[src/rtl/xup_range_searcher.sv]
`default_nettype none
// ============================================================================
// Module   : xup_range_searcher
// Brief    : Successive-approximation search engine driving a range
//            comparator probe operand until it converges on the hidden target.
// Revision : 1.0 - initial release
// ============================================================================
module xup_range_searcher #(
  parameter int SIZE   = 4,
  parameter int SETTLE = 1
) (
  input  logic            clk,
  input  logic            reset,
  input  logic            start,
  input  logic            sign,
  output logic [SIZE-1:0] probe,
  output logic            sign_out,
  input  logic            cmp_gt,
  input  logic            cmp_eq,
  output logic [SIZE-1:0] result,
  output logic            busy,
  output logic            done,
  output logic            early
);

  localparam int CW = (SETTLE > 1) ? $clog2(SETTLE) : 1;
  localparam int KW = (SIZE > 2) ? $clog2(SIZE) : 1;

  localparam logic [CW-1:0]   c_CNT_LAST = CW'(SETTLE - 1);
  localparam logic [KW-1:0]   c_K_TOP    = KW'(SIZE - 1);
  localparam logic [SIZE-1:0] c_MSB      = {1'b1, {(SIZE-1){1'b0}}};

  typedef enum logic [0:0] {
    S_IDLE   = 1'b0,
    S_SEARCH = 1'b1
  } state_t;

  state_t          r_state, w_state;
  logic [SIZE-1:0] r_code, w_code;
  logic [KW-1:0]   r_k, w_k;
  logic [CW-1:0]   r_cnt, w_cnt;
  logic            r_sign, w_sign;
  logic [SIZE-1:0] r_probe, w_probe;
  logic [SIZE-1:0] r_result, w_result;
  logic            r_done, w_done;
  logic            r_early, w_early;
  logic [SIZE-1:0] w_trial;
  logic [KW-1:0]   w_km1;

  // Offset-binary code to probe value: flipping the MSB for signed searches
  // makes the probe monotonic in the code for both interpretations.
  function automatic logic [SIZE-1:0] map_code(input logic [SIZE-1:0] code,
                                               input logic s);
    return code ^ (s ? c_MSB : {SIZE{1'b0}});
  endfunction

  // State and datapath registers, all cleared by synchronous reset.
  always_ff @(posedge clk) begin
    if (reset) begin
      r_state  <= S_IDLE;
      r_code   <= '0;
      r_k      <= '0;
      r_cnt    <= '0;
      r_sign   <= 1'b0;
      r_probe  <= '0;
      r_result <= '0;
      r_done   <= 1'b0;
      r_early  <= 1'b0;
    end else begin
      r_state  <= w_state;
      r_code   <= w_code;
      r_k      <= w_k;
      r_cnt    <= w_cnt;
      r_sign   <= w_sign;
      r_probe  <= w_probe;
      r_result <= w_result;
      r_done   <= w_done;
      r_early  <= w_early;
    end
  end

  // Next-state logic: launch on start, settle, then decide one bit per step.
  always_comb begin
    w_state  = r_state;
    w_code   = r_code;
    w_k      = r_k;
    w_cnt    = r_cnt;
    w_sign   = r_sign;
    w_probe  = r_probe;
    w_result = r_result;
    w_done   = 1'b0;
    w_early  = r_early;
    w_trial  = r_code;
    w_km1    = r_k - KW'(1);
    case (r_state)
      S_IDLE: begin
        if (start) begin
          w_sign  = sign;
          w_code  = c_MSB;
          w_k     = c_K_TOP;
          w_cnt   = '0;
          w_probe = map_code(c_MSB, sign);
          w_state = S_SEARCH;
        end
      end
      S_SEARCH: begin
        if (r_cnt != c_CNT_LAST) begin
          w_cnt = r_cnt + CW'(1);
        end else if (cmp_eq) begin
          // Exact hit: the probe on the comparator is the answer.
          w_result = r_probe;
          w_early  = 1'b1;
          w_done   = 1'b1;
          w_state  = S_IDLE;
        end else begin
          if (cmp_gt) begin
            w_trial[r_k] = 1'b0;
          end
          if (r_k == '0) begin
            w_code   = w_trial;
            w_result = map_code(w_trial, r_sign);
            w_early  = 1'b0;
            w_done   = 1'b1;
            w_state  = S_IDLE;
          end else begin
            w_trial[w_km1] = 1'b1;
            w_code  = w_trial;
            w_k     = w_km1;
            w_cnt   = '0;
            w_probe = map_code(w_trial, r_sign);
          end
        end
      end
      default: w_state = S_IDLE;
    endcase
  end

  assign probe    = r_probe;
  assign sign_out = r_sign;
  assign result   = r_result;
  assign busy     = (r_state == S_SEARCH);
  assign done     = r_done;
  assign early    = r_early;

endmodule
`default_nettype wire

[config.mk]
export PLATFORM = sky130hd
export DESIGN_NAME = xup_range_searcher
export DESIGN_NICKNAME = d
export VERILOG_FILES = /design/src/rtl/xup_range_searcher.sv
export SDC_FILE = /design/constraint.sdc
export NUM_CORES = 1
export LEC_CHECK = 0
export ABC_AREA = 1
export CAP_MARGIN = 20
export CORE_MARGIN = 2
export CORE_UTILIZATION = 40
export CTS_BUF_LIST = sky130_fd_sc_hd__clkbuf_4
export CTS_CLUSTER_SIZE = 8
export DETAILED_ROUTE_END_ITERATION = 8
export PLACE_DENSITY = 0.76
export SLEW_MARGIN = 25
export SYNTH_ARGS = -nofsm -noshare
export SYNTH_HDL_FRONTEND = slang
export SYNTH_SLANG_ARGS = --single-unit
[constraint.sdc]
create_clock -name clk -period 1.5 [get_ports clk]
set_input_delay 0.375 -clock clk [delete_from_list [all_inputs] [get_ports clk]]
set_output_delay 0.375 -clock clk [all_outputs]
set_load 0.005 [all_outputs]
==> qor.yml <==
placement:
  detailed_place_hpwl_microns: 1500
  port_buffers: 17
  routabilityCongestion: 0.865
synthesis:
  synthesis.instances: 112
  postSynthRegisterBits: 18
  synth.cell_area_sq_um: 858
  synth_top_cells_by_area: "sky130_fd_sc_hd__dfxtp_1 42%, sky130_fd_sc_hd__a21oi_1 11%, sky130_fd_sc_hd__nand2_1 9.6%"
  syn-num-nets: 122
  synth_area_leader_cell: "sky130_fd_sc_hd__dfxtp_1"
  synthFlopType: "sky130_fd_sc_hd__dfxtp_1"
  syn_avg_cell_area_sq_um: 7.66
  synth_top_area_frac: 0.420
  yosysWarningCount: 0
  top_cells_by_count_synth: "22 x sky130_fd_sc_hd__nand2_1, 19 x sky130_fd_sc_hd__a21oi_1, 18 x sky130_fd_sc_hd__dfxtp_1"
  postSynth.asyncResetShare: 0
  ys_types: 20
  synth_enable_flop_cells: 0
  yosysMostFrequentCell: "sky130_fd_sc_hd__nand2_1"
  synth_seq_area_share: 0.420
sta:
  timing.final.max_slew_violations: 0
  worstMarginPinSlew_ps: 356
  finClkSkew_ps: 13.9
  fmax_ghz: 0.734
  unrepaired_setup_endpoints_after_global_routing: "false"
  slew_headroom: 0.761
  tmin_final_ps: 1360
  setup_viol: 0
  report.final.hold_viol_count: 0
  fin_crit_sh: 0.909
global_routing:
  grt_util_all_layers: 0.174
  first_global_vias: 787
  grt_antenna_before_repair: 0
  wire_length_of_the_first_global_routing_pass_microns: 3370
  global_route.overflow_total: 0
  grt_start_max_net_pins: 13
hold_path:
  worst_hold_path_type: "reg -> reg"
critical_path:
  worst-setup-path-type: "reg -> reg"
  crit_path_top_delay_cell: "sky130_fd_sc_hd__dfxtp_1"
  path_max_fanout: 4
  peak_per_stage_delay_on_the_critical_path_ps: 390
  cp_data_arrival_time_ps: 1590
  worst-path-buf-inv: 1
  crit_chain: "inv_1 -> ha_1 -> a21boi_0 -> o21ai_0 -> a21oi_1"
  path_delay_family: "compound AO/OA/AOI/OAI gates"
  worst_setup_path_start_kind: "register"
  cp_data_required_time_ps: 1730
  setup_crit_end_kind: "register"
die:
  core_area_sq_mm: 0.00200
  dieArea_sq_mm: 0.00253
  initial_core_util: 0.429
  ios: 18
  die_width_microns: 50.3
  num_rows: 16
  dieHeight_microns: 50.3
finish:
  final_net_count: 153
  fillerInstances: 188
  multi_input_area_sq_um: 447
  final_core_utilization: 0.586
  seqCellArea_sq_um: 373
  relative_area_change_from_synthesis_to_final_layout_pct: 36.7
  antenna_cells: 0
  final_layout_size_suffix_gt1_frac: 0.268
drt:
  drt_first_iter_violations: 33
  detailedRoute.firstPassIterationCount: 4
  route.detailed.drc: 0
  via_per_inst: 5.06
  detail_route.wirelength_microns: 2050
  routed-via-count: 855
  avgRoutedWirePerCell_microns: 12.1
  residual_antenna_violating_net_count_after_detailed_routing: 0
clock_network:
  cts_sinks: 18
  clock_tree.buffer_depth: 2
  cts.reportedPaths.clkPinSlew_ps: 110
  cts.root.buffer_cell: "sky130_fd_sc_hd__clkbuf_4"
  h-tree-depth: 1
  tritoncts.num_buffers: 3
  insertion_delay_ps: 310
  cts_tree: "yes"
pwr:
  power_leakage_uw: 0.000560
  powerDensity_mw_per_mm2: 892
  max-vdd-ir-drop_uv: 638
  finalPower_uw: 1050
outcome:
  outcome: "finished clean"
flow_run:
  max_cap_viol_count: 0
==> timing repair <==
action / 4_1_cts / 5_1_grt
pin swaps: 0 / 0
gates resized for setup: 21 / 3
endpoints found under the setup margin: 11 / 9
hold buffers: 0 / 0
setup buffers: 5 / 0
gates cloned: 0 / 0
==> cell usage in the layout, fill, tap and decap left out, drive strengths merged <==
| cell type | instances |
|---|---|
| nand2 | 28 |
| a211oi | 1 |
| a21boi | 2 |
| o31ai | 1 |
| clkdlybuf4s50 | 5 |
| xor2 | 1 |
| clkinv | 1 |
| a21oi | 20 |
| buf | 11 |
| clkbuf | 3 |
| dlymetal6s2s | 1 |
| ha | 4 |
| inv | 14 |
| o21ai | 11 |
| dlygate4sd2 | 11 |
| nand3 | 3 |
| dfxtp | 18 |
| nor2 | 7 |
==> metrics by stage <==
step                TNS, ps  instance area [sq um]  worst slack (ps)  cells  hold WS [ps]
floorplan                 0                    858               262    112           439
global placement      -69.8                   1100             -47.5    160           448
detailed placement    -70.6                   1100             -39.9    160           466
CTS                       0                   1160              6.96    169           475
global route              0                   1170              8.11    169           498
finish                    0                   1170               137    169           470
==> kinds of logic (layout without fill, tap and decap cells) <==
logic type | after synthesis | in the layout | synth area share
buf+inv | 16 | 46 | 0.0743
xor+xnor | 1 | 1 | 0.0102
simple gates | 38 | 38 | 0.217
flops | 18 | 18 | 0.420
fa+ha+maj | 4 | 4 | 0.0583
compound gates | 35 | 35 | 0.220
==> final cells by class <==
| type | count | area share |
|---|---|---|
| clock buffer | 3 | 0.0192 |
| clock inverter | 1 | 0.00320 |
| inverter | 14 | 0.0448 |
| multi-input combinational | 78 | 0.381 |
| sequential | 18 | 0.318 |
| tap | 27 | 0.0288 |
| timing repair buffer | 28 | 0.206 |
==> where the power goes <==
group / switching (uW) / internal, uW / total [uW]
Sequential: 17.8 / 515 / 533
Clock: 155 / 97.2 / 252
Combinational: 145 / 117 / 262
==> worst min-delay path, stage by stage (launching register included) <==
cell and delay [ps]:
sky130_fd_sc_hd__dfxtp_2 340, sky130_fd_sc_hd__nand2_1 50, sky130_fd_sc_hd__a21oi_1 50
==> path summary, 6_finish.rpt <==
kind	endpoint	slack (ps)	cells after the start	from
max reg2reg	r_code[1]	140	5	r_k[1]
max	r_code[1]	140	5	r_k[1]
min reg2reg	early	470	2	early
min	early	470	2	early
==> layer usage <==
metal / wire [microns] / global-route usage / vias up
li1: - / - / 423
met1: 880 / 0.208 / 395
met2: 1000 / 0.296 / 33
met3: 141 / 0.0565 / 4
met4: 22 / 0.0541 / 0
met5: 0 / 0 / -
==> flip-flops by register name, indices dropped and copies added, names as in the netlist <==
name      cells
result        4
r_code        4
r_k           2
done          1
busy          1
early         1
sign_out      1
probe         4
(Power assumes the default switching activity.)
